[src/rtl/booth_pkg.sv]
// Shared types for the sequential Booth multiplier: FSM states and the
// decoded action for each {acc[0], booth} bit pair.
package booth_pkg;

    typedef enum logic [1:0] {
        IDLE = 2'd0,
        RUN  = 2'd1,
        DONE = 2'd2
    } state_t;

    typedef enum logic [1:0] {
        NOP = 2'd0,
        ADD = 2'd1,
        SUB = 2'd2
    } booth_op_t;

    function automatic booth_op_t booth_decode(input logic [1:0] pair);
        case (pair)
            2'b01:   return ADD;
            2'b10:   return SUB;
            default: return NOP;
        endcase
    endfunction

endpackage

[src/rtl/booth_step.sv]
// One radix-2 Booth iteration: conditional add/sub of the multiplicand into
// the upper half of the accumulator, followed by an arithmetic right shift.
module booth_step
    import booth_pkg::*;
#(
    parameter int WIDTH = 32
) (
    input  logic [2*WIDTH+1:0] acc_i,
    input  logic               booth_i,
    input  logic [WIDTH:0]     mcand_i,
    output logic [2*WIDTH+1:0] acc_o,
    output logic               booth_o
);

    logic [WIDTH:0]     upper;
    logic [2*WIDTH+1:0] acc_new;

    always_comb begin
        upper = acc_i[2*WIDTH+1:WIDTH+1];
        case (booth_decode({acc_i[0], booth_i}))
            ADD:     upper = upper + mcand_i;
            SUB:     upper = upper - mcand_i;
            default: upper = acc_i[2*WIDTH+1:WIDTH+1];
        endcase
        acc_new = {upper, acc_i[WIDTH:0]};
        acc_o   = {acc_new[2*WIDTH+1], acc_new[2*WIDTH+1:1]};
        booth_o = acc_new[0];
    end

endmodule

[src/rtl/booth_mul_seq.sv]
// Sequential radix-2 Booth multiplier with signed/unsigned mode, start/ready
// input handshake, valid/ready result handshake and synchronous abort.
module booth_mul_seq
    import booth_pkg::*;
#(
    parameter int WIDTH = 32,
    parameter int CNT_W = $clog2(WIDTH + 2)
) (
    input  logic                 CLK,
    input  logic                 RST,
    input  logic                 start,
    input  logic                 is_signed,
    input  logic [WIDTH-1:0]     op_a,
    input  logic [WIDTH-1:0]     op_b,
    input  logic                 abort,
    output logic                 ready,
    output logic                 busy,
    output logic                 out_valid,
    input  logic                 out_ready,
    output logic [2*WIDTH-1:0]   product,
    output logic [WIDTH-1:0]     product_hi,
    output logic [WIDTH-1:0]     product_lo
);

    localparam int ACC_W = 2*WIDTH + 2;
    localparam logic [CNT_W-1:0] LAST_ITER = CNT_W'(WIDTH);

    state_t              state_q, state_d;
    logic [CNT_W-1:0]    cnt_q, cnt_d;
    logic [ACC_W-1:0]    acc_q, acc_d;
    logic                booth_q, booth_d;
    logic [WIDTH:0]      mcand_q, mcand_d;
    logic [2*WIDTH-1:0]  product_q, product_d;

    logic [ACC_W-1:0]    step_acc;
    logic                step_booth;

    booth_step #(.WIDTH(WIDTH)) u_step (
        .acc_i   (acc_q),
        .booth_i (booth_q),
        .mcand_i (mcand_q),
        .acc_o   (step_acc),
        .booth_o (step_booth)
    );

    always_comb begin
        state_d   = state_q;
        cnt_d     = cnt_q;
        acc_d     = acc_q;
        booth_d   = booth_q;
        mcand_d   = mcand_q;
        product_d = product_q;

        case (state_q)
            IDLE: begin
                if (start) begin
                    state_d = RUN;
                    // One extra sign/zero bit lets unsigned MSB=1 and signed MIN operands stay exact.
                    mcand_d = {is_signed & op_a[WIDTH-1], op_a};
                    acc_d   = {{(WIDTH+1){1'b0}}, is_signed & op_b[WIDTH-1], op_b};
                    booth_d = 1'b0;
                    cnt_d   = '0;
                end
            end
            RUN: begin
                acc_d   = step_acc;
                booth_d = step_booth;
                cnt_d   = cnt_q + 1'b1;
                if (cnt_q == LAST_ITER) begin
                    state_d   = DONE;
                    product_d = step_acc[2*WIDTH-1:0];
                    cnt_d     = '0;
                end
            end
            DONE: begin
                if (out_ready) begin
                    state_d = IDLE;
                end
            end
            default: begin
                state_d = IDLE;
            end
        endcase

        if (abort) begin
            state_d = IDLE;
            cnt_d   = '0;
        end
    end

    always_ff @(posedge CLK) begin
        if (RST) begin
            state_q   <= IDLE;
            cnt_q     <= '0;
            acc_q     <= '0;
            booth_q   <= 1'b0;
            mcand_q   <= '0;
            product_q <= '0;
        end else begin
            state_q   <= state_d;
            cnt_q     <= cnt_d;
            acc_q     <= acc_d;
            booth_q   <= booth_d;
            mcand_q   <= mcand_d;
            product_q <= product_d;
        end
    end

    assign ready      = (state_q == IDLE);
    assign busy       = (state_q == RUN);
    assign out_valid  = (state_q == DONE);
    assign product    = product_q;
    assign product_hi = product_q[2*WIDTH-1:WIDTH];
    assign product_lo = product_q[WIDTH-1:0];

endmodule

[config.mk]
export PLATFORM = sky130hd
export DESIGN_NAME = booth_mul_seq
export DESIGN_NICKNAME = d
export VERILOG_FILES = /design/src/rtl/booth_pkg.sv /design/src/rtl/booth_step.sv /design/src/rtl/booth_mul_seq.sv
export SDC_FILE = /design/constraint.sdc
export NUM_CORES = 1
export LEC_CHECK = 0
export BUFFER_PORTS_ARGS = -buffer_cell sky130_fd_sc_hd__buf_2
export CAP_MARGIN = 20
export CORE_MARGIN = 2
export CORE_UTILIZATION = 45
export CTS_CLUSTER_DIAMETER = 30
export CTS_CLUSTER_SIZE = 20
export DETAILED_ROUTE_END_ITERATION = 10
export PLACE_DENSITY_LB_ADDON = 0.25
export SLEW_MARGIN = 5
export SYNTH_ARGS = -nofsm -noshare
export SYNTH_HDL_FRONTEND = slang
export SYNTH_SLANG_ARGS = --single-unit
[constraint.sdc]
create_clock -name CLK -period 4.8 [get_ports CLK]
set_clock_uncertainty 0.1 [all_clocks]
set_input_delay 0.96 -clock CLK [delete_from_list [all_inputs] [get_ports CLK]]
set_output_delay 0.96 -clock CLK [all_outputs]
set_load 0.02 [all_outputs]
# Word level (Yosys, flattened, before mapping)
# Cells that the tools add are included.
word_totals:
  regBits: 172
  input_bits: 70
  out_inout_bits: 131
  elab_cells: 41
op_classes:
  n_addsub: 3
  eq_ne: 10
  muxes: 13
  n_bitwise: 2
  reduce_logical: 7
ops:
  columns: ["op", "n"]
  rows:
  - ["$pmux 66 s2", 1]
  - ["$mux 66", 1]
  - ["$pmux 33 s2", 1]
  - ["$add 33x33->33", 1]
  - ["$sub 33x33->33", 1]
  - ["$mux 6", 2]
  - ["$pmux 6 s2", 1]
  - ["$add 6x1->6 const B", 1]
  - ["$eq 2x1->1 const B", 3]
  - ["$eq 2x2->1 const B", 3]
  - ["$eq 6x6->1 const B", 1]
  - ["$mux 2", 3]
  - ["$pmux 2 s3", 1]
  - ["$reduce_and 2->1", 3]
  - ["$ne 2x1->1 const B", 2]
  - ["$pmux 2 s2", 1]
  - ["$reduce_and 3->1", 1]
  - ["$and 1x1->1", 2]
  - ["$logic_not 2->1", 1]
  - ["$ne 2x2->1 const B", 1]
  - ["$pmux 1 s2", 1]
  - ["$reduce_bool 2->1", 1]
  - ["$reduce_or 2->1", 1]
  - ["$mux 1", 1]

# Logic depth before layout (Yosys ltp)
# Gate-level depths: netlist of the first run.
logic_depth:
  ltp_word: 5
  ltp_mapped: 17
  mapped_depth_nobuf: 16

# By module
# A second synthesis of the first run with hierarchy kept.
unflattened:
  hier_cells: 1364
  area_unflattened_um2: 10774.1
modules_own_cells:
  columns: ["mod", "instances", "cells_per_inst", "area_each_um2", "seq_area_each_um2"]
  rows:
  - ["booth_mul_seq", 1, 876, 7584.8, 3443.3]
  - ["booth_step", 1, 488, 3189.3, 0.0]

# Least setup slack after synthesis of the first run
# Ideal clock, no wire load.
synth_timing:
  kind: "register -> register"
  from: "register mcand_q[13]"
  to: "register product_q[60] (netlist: product[60])"
  t_arrival_ns: 3.602
  required_ns: 4.563
  slack_ns: 0.960
  stages_incl_launch_ff: 16
  n_path_buf: 1
  synth_period_minus_slack_ns: 3.840
  path_cell_list: "dfxtp_1 -> or4_4 -> or3_4 -> nor4_4 -> and3b_1 -> nor2_1 -> xnor2_1 -> ha_1 -> clkbuf_1 -> nand4_1 -> a21oi_1 -> a2111oi_2 -> a21oi_1 -> or3_1 -> a31oi_1 -> a211oi_1"
synth_between:
  elab_chain_cells: 2
  elab_cells_between_ends: 3
  classes_between: "add/sub: 2; mux: 1"
synth_rtl:
  columns: ["element", "line", "text"]
  rows:
  - ["start, declared", "booth_mul_seq.sv:32", "logic [WIDTH:0] mcand_q, mcand_d;"]
  - ["start signal, assigned", "booth_mul_seq.sv:104", "mcand_q <= mcand_d;"]
  - ["$sub 33x33->33 / $add 33x33->33 (equally long branches)", "booth_step.sv:22, booth_step.sv:21", null]
  - ["$pmux 33 s2 *", "booth_step.sv:20", "case (booth_decode({acc_i[0], booth_i}))"]
  - ["end signal, assigned", "booth_mul_seq.sv:105", "product_q <= product_d;"]
  - ["end, declared", "booth_mul_seq.sv:33", "logic [2*WIDTH-1:0] product_q, product_d;"]
# Every way passes the cells marked *; elsewhere a longest branch is shown, timed or not.
# A chain may end at the register's enable or synchronous reset.

# Worst setup path after layout of the first run
layout_timing:
  from: "register mcand_q[6]"
  to: "register acc_q[61]"
layout_between:
  elab_chain_cells: 3
  elab_cells_between_ends: 4
  classes_between: "add/sub: 2; mux: 2"
layout_rtl:
  columns: ["element", "line", "text"]
  rows:
  - ["$sub 33x33->33 / $add 33x33->33 (equally long branches)", "booth_step.sv:22, booth_step.sv:21", null]
  - ["$pmux 33 s2 *", "booth_step.sv:20", null]
  - ["$pmux 66 s2 *", "booth_mul_seq.sv:54", "case (state_q)"]
  - ["end signal, assigned", "booth_mul_seq.sv:95", "acc_q <= '0;"]
  - ["end signal, assigned", "booth_mul_seq.sv:102", "acc_q <= acc_d;"]
  - ["end, declared", "booth_mul_seq.sv:30", "logic [ACC_W-1:0] acc_q, acc_d;"]
# Marked as above.

==> out/results.ini, run 1 <==
[sta]
holdWs_ns = 0.3665
fin_crit_sh_pct = 90.97
finalSetupTns_ns = 0
setup_viol = 0
hold_viol_final = 0
grt_setup_unrepaired = false
slew_headroom_pct = 37.14
worst_slew_pin_slew_ns = 0.9418
timing.final.crit_period_ns = 4.366
drv_slew = 0
clock.fmax_mhz = 229.0

[die]
boundaryPins = 201
core_area_mm2 = 0.02162
die-area_mm2 = 0.02307
initial_core_util_pct = 45.52
die_h_um = 151.9
rows = 54
fp.dieW_um = 151.9

[power_and_ir_drop]
powerDensity_mw_per_mm2 = 325.1
power_mw = 3.614
peakVddDrop_mv = 0.2209
power.leakage_nw = 4.674

[cts]
clkSlewWorstSetupHoldPaths_ns = 0.08
numCtsBuffers = 17
clock_path_buffers = 2
cts_setup_buffers = 0
htree_levels = 4
clock_latency_ns = 0.44
cts_root_buf = clkbuf_16
cts_resized = 0
clkSinkCount = 171
cts_hold_buf = 0
cts_tree = done

[yosys]
yosys_warnings = 0
seq_area_frac_synth_pct = 34.79
synth_nets = 1390
synth_ff_type = dfxtp_1
synth_top_cell_by_area = dfxtp_1
synth_top_cell_area_share_pct = 34.79
ys_async_sr_fraction_pct = 0
syn_area_mm2 = 0.009841
synth_seq_cells = 171
synth.distinct_cells = 79
postSynthCellCount = 1283
synthTopCellsByArea = dfxtp_1 35%, nand2_1 9.7%, a21oi_1 7.3%, buf_4 5.0%, nor2_1 5.0%
synth-edff-count = 0
avgSynthCellArea_um2 = 7.670

[global_route]
grt_antenna_before_repair = 0
grt_max_degree = 89
grt_pass1_vias = 8042
overflow = 0
grt_usage_pct = 21.85
grt_pass1_wl_mm = 41.82

[worst_setup_path]
cp-start-kind = flip-flop
cp_data_arrival_time_ns = 4.60
required_ns = 5.03
critical_path_class = flip-flop to flip-flop
rrSetupSlack_ns = 0.43
cp_max_fo = 7
critPathCaptureType = flip-flop

[routing]
drt-initial-drc-count = 583
via_per_inst = 5.452
wl_per_cell_um = 15.59
drt_first_pass_iters = 5
num_vias = 9061
final_antenna_net_count = 0
wirelength_mm = 25.92
drc = 0

[outcome]
status = completed

[placement]
gp_congestion = 0.9286
place_hpwl_mm = 18.69
dpl-instance-area_mm2 = 0.01050
port_buffers = 200

[cells_and_area]
utilization_pct = 51.41
syn_to_final_growth_pct = 12.96
fin_nets = 1476
final_area_mm2 = 0.01112
drive_gt1_share_pct = 20.69
num_antenna_cells = 0
nFillCells = 2183

[hold_path]
hold_class = flip-flop to flip-flop

[job]
cap_violations = 0

==> path summary, 6_finish.rpt <==
check	from	endpoint	depth (start not counted)
worst min register to register	product[6]	product[6]	2
worst max-delay path	mcand_q[6]	acc_q[61]	14
worst max register to register	mcand_q[6]	acc_q[61]	14
worst min-delay path	product[6]	product[6]	2
==> cell usage after synthesis (4+ instances only) <==
cell type,count
a21o_1,10
nor2_1,130
nand4b_1,4
a31oi_1,13
nor2b_1,11
a21oi_2,7
o21ai_0,30
ha_1,36
o21bai_1,4
xnor2_1,45
a211oi_1,18
buf_6,4
buf_4,65
o21ai_1,5
nand2b_1,12
nand4_1,5
a22oi_1,4
nand2_1,255
buf_2,9
a32oi_1,6
buf_1,8
nor3_1,33
o211ai_1,5
o41ai_1,6
dfxtp_1,171
mux2i_1,11
xor2_1,8
nand3_1,19
a311oi_1,37
and2_1,10
inv_1,22
o21a_1,8
or3_1,4
a21oi_1,143
clkbuf_1,61
==> sequential cells by signal, summed over array words and instances (netlist names) <==
name and flops:
mcand_q 33, product 64, booth_q 1, acc_q 65, cnt_q 6, state_q 2
==> power by group <==
group / switching (mW) / internal, mW / total [mW]
clock network: 0.718 / 0.713 / 1.43
logic: 0.423 / 0.253 / 0.677
registers: 0.0441 / 1.46 / 1.51
total: 1.19 / 2.43 / 3.61
==> through the flow <==
stage,worst slack [ns],cells
global placement,0.6084,1630
global route,0.1378,1662
CTS,0.4510,1662
finish,0.4336,1662
detailed placement,0.4799,1630
floorplan,0.9602,1283
==> cell type report <==
cell class                      count  area [um2]  share of cell area, %
Inverter                           22       82.58                 0.7429
Clock buffer                       17       425.4                  3.827
Tap cell                          280       350.3                  3.152
Sequential cell                   171        3423                  30.80
Clock inverter                     15       191.4                  1.722
Timing Repair Buffer              214        1121                  10.09
Multi-Input combinational cell    943        5522                  49.67
==> metal layers <==
metal / vias up / GRT usage [%] / share of wire [%] / wire, um
met2: 286 / 33.08 / 43 / 11170
li1: 4573 / - / - / -
met4: 0 / 5.607 / 1.1 / 294
met1: 4182 / 32.30 / 49 / 12740
met5: - / 0 / 0 / 0
met3: 20 / 3.594 / 6.6 / 1709
==> critical path, stage by stage, from the launching register on <==
cell and delay (ns):
dfxtp_1 0.36, nor4_1 0.63, nand4_2 0.35, nor2_1 0.17, nor2_1 0.06, xnor2_1 0.15, ha_1 0.38, a211oi_1 0.40
o21ai_2 0.16, a2111oi_4 0.25, a21oi_2 0.13, nand2b_2 0.23, o21ai_1 0.22, mux2_4 0.33, o41ai_1 0.32
==> placed cells by master, fill, tap and decap left out, drive strengths merged, types with 11 or more instances in the layout <==
cell / count
nand2: 256
buf: 214
dfxtp: 171
a21oi: 150
nor2: 130
xnor2: 46
a311oi: 37
ha: 36
nor3: 36
o21ai: 36
inv: 29
nand3: 19
a211oi: 18
clkbuf: 17
a31oi: 13
nand2b: 13
nor2b: 11
mux2i: 11
and2: 11
==> logic make-up (layout without fill, tap and decap cells) <==
kind of cell	Yosys count	count (layout)	share of synthesized area, %
buffers and inverters	169	268	9.345
muxes	14	14	1.500
xor gates and xnor gates	54	54	4.882
DFF	171	171	34.79
adders and majority gates	37	37	4.781
and+or+nand+nor	514	514	23.14
AOI/OAI and AO/OA	324	324	21.56
Power figures use the tool's default switching activity.
==> inputs of run 2 (changes only) <==
Settings changed: HOLD_SLACK_MARGIN set to 0.12, SYNTH_HIERARCHICAL set to 1.
==> out/results.ini, run 2 <==
[outcome]
status = completed

[power_and_ir_drop]
power.leakage_nw = 4.815
power_mw = 3.666
powerDensity_mw_per_mm2 = 309.5
peakVddDrop_mv = 0.2385

[cts]
clkSlewWorstSetupHoldPaths_ns = 0.07
cts_tree = done
clkSinkCount = 172
numCtsBuffers = 17
cts_hold_buf = 0
clock_path_buffers = 2
htree_levels = 4
clock_latency_ns = 0.44
cts_root_buf = clkbuf_16
cts_setup_buffers = 0

[routing]
num_vias = 9187
final_antenna_net_count = 0
drc = 0
wl_per_cell_um = 14.97
wirelength_mm = 26.21
drt_first_pass_iters = 5
drt-initial-drc-count = 576
via_per_inst = 5.250

[hold_path]
min_from = acc_q[33]
hold_class = flip-flop to flip-flop
holdPathStages = 2
hold_end = acc_q[33]

[cells_and_area]
largest_register = acc_q
seq_area_mm2 = 0.003443
final_cell_mix = 222 x nand2_1, 199 x buf_2, 172 x dfxtp_1
nFillCells = 2289
final_common_cell = nand2_1
fin_nets = 1524
drive_gt1_share_pct = 19.23
syn_to_final_growth_pct = 9.953
largest_reg_flops = 66
multi_input_area_mm2 = 0.006102

[sta]
fin_crit_sh_pct = 91.89
clock.fmax_mhz = 226.7
timing.final.crit_period_ns = 4.411
setup_viol = 0
drv_slew = 0
grt_setup_unrepaired = false
hold_viol_final = 0
finalSetupTns_ns = 0
slew_headroom_pct = 39.57
worst_slew_pin_slew_ns = 0.9064

[worst_setup_path]
cp_max_fo = 7
cp-start-kind = flip-flop
rrSetupSlack_ns = 0.39
required_ns = 5.06
cp_data_arrival_time_ns = 4.67
critical_path_class = flip-flop to flip-flop
reg2reg_depth = 18
critPathCaptureType = flip-flop
reg2reg_to = acc_q[65]
reg2reg_from = mcand_q[0]

[die]
core_area_mm2 = 0.02347
boundaryPins = 201
die_h_um = 158.7
die-area_mm2 = 0.02520
rows = 56
fp.dieW_um = 158.7
initial_core_util_pct = 45.90

[job]
cap_violations = 0

[yosys]
synth_ff_type = dfxtp_1
synth_top_cell_area_share_pct = 31.96
synthTopCellsByArea = dfxtp_1 32%, nand2_1 7.7%, nand2b_1 7.7%, buf_4 6.9%, mux2i_1 6.2%
avgSynthCellArea_um2 = 7.899
synth_top_cell_by_area = dfxtp_1
yosys_warnings = 6
synth.distinct_cells = 74
synthMostInstantiatedCell = nand2_1
ys_async_sr_fraction_pct = 0
synthTopCellsByCount = 222 x nand2_1, 172 x dfxtp_1, 132 x nand2b_1
seq_area_frac_synth_pct = 31.96
synth_nets = 1471
postSynthCellCount = 1364
syn_area_mm2 = 0.01077
synth-edff-count = 0
synth_seq_cells = 172

[global_route]
grt_max_degree = 118
grt_pass1_wl_mm = 43.21
grt_pass1_vias = 8584
grt_usage_pct = 20.59
overflow = 0
grt_antenna_before_repair = 1

[placement]
port_buffers = 200
place_hpwl_mm = 18.66
gp_congestion = 0.8812

-- run 2: cell types whose count changed after synthesis, sizes merged, moves of 6 or more --
cell / change
and2: -8
a21oi: -31
mux2i: +56
nand3: +32
a211oi: -11
nand2b: +119
buf: +36
nand2: -34
nor3: -16
a32oi: -6
nor2: -49
-- run 2: timing repair --
item                       4_1_cts  5_1_grt
setup endpoints to repair        0       10
resized for setup                0        4
hold endpoints to repair         0        0
-- run 2: worst max-delay path by stage --
stage / cells after the start / to / slack, ns / startpoint
4_1_cts: 18 / acc_q[65] / 0.25 / mcand_q[0]
2_1_floorplan: 18 / acc_q[65] / 0.68 / mcand_q[17]
3_3_place_gp: 18 / acc_q[64] / 0.43 / mcand_q[0]
3_5_place_dp: 18 / acc_q[65] / 0.29 / mcand_q[0]
6_report: 18 / acc_q[65] / 0.39 / mcand_q[0]
5_1_grt: 19 / acc_q[61] / 0.07 / mcand_q[0]
-- run 2: worst max-delay path, cell delays in order (launching register included) --
cell	delay, ns
dfxtp_1	0.35
inv_1	0.07
ha_1	0.19
or4b_4	0.51
nor4b_4	0.32
and3_2	0.23
a21oi_1	0.08
xnor2_1	0.24
ha_1	0.31
inv_1	0.17
o21bai_1	0.10
a21o_1	0.20
a2111oi_2	0.41
o31ai_1	0.13
o41ai_1	0.26
and4b_1	0.26
xnor2_1	0.18
nand2_1	0.07
a21oi_1	0.14
-- run 2: power breakdown --
part	leakage [nW]	internal, mW	total (mW)	switching (mW)
clock network	0.306	0.726	1.45	0.729
registers	1.40	1.47	1.52	0.0485
logic	3.11	0.276	0.692	0.416
total	4.81	2.47	3.67	1.19
-- run 2: layout make-up --
cell class	instances	area share [%]
Multi-Input combinational cell	984	51.51
Timing Repair Buffer	218	9.918
Clock inverter	15	1.764
Sequential cell	172	29.07
Inverter	24	0.7605
Antenna cell	1	0.02112
Tap cell	319	3.369
Clock buffer	17	3.591
-- run 2: kinds of logic (layout without fill, tap and decap cells) --
logic type      Yosys count  in the layout  synth area share (%)
compound gates          271            271                 15.91
xor+xnor                 52             52                 4.227
fa+ha+maj                37             37                 4.366
buf+inv                 208            274                 11.64
flops                   172            172                 31.96
mux                      69             69                 6.434
other cells               0              1                     0
simple gates            555            555                 25.47
-- run 2: routing by layer --
layer	global-route usage (%)	wire length [um]	vias up
li1	-	-	4677
met1	29.37	13060	4244
met2	32.20	11590	237
met3	2.874	1101	29
met4	6.255	459	0
met5	0	0	-
-- run 2: metrics by stage --
step                      hold WS, ns  instances  setup WS [ns]  area (um2)  util (%)
after floorplan                0.3367       1364         0.6784       10770         -
after global placement         0.3555       1716         0.4327       11160     47.56
after detailed placement       0.3659       1717         0.2879       11190     47.68
after CTS                      0.3762       1749         0.2467       11830     50.38
after global routing           0.3942       1750        0.07092       11850     50.47
final                          0.3759       1750         0.3893       11850     50.47
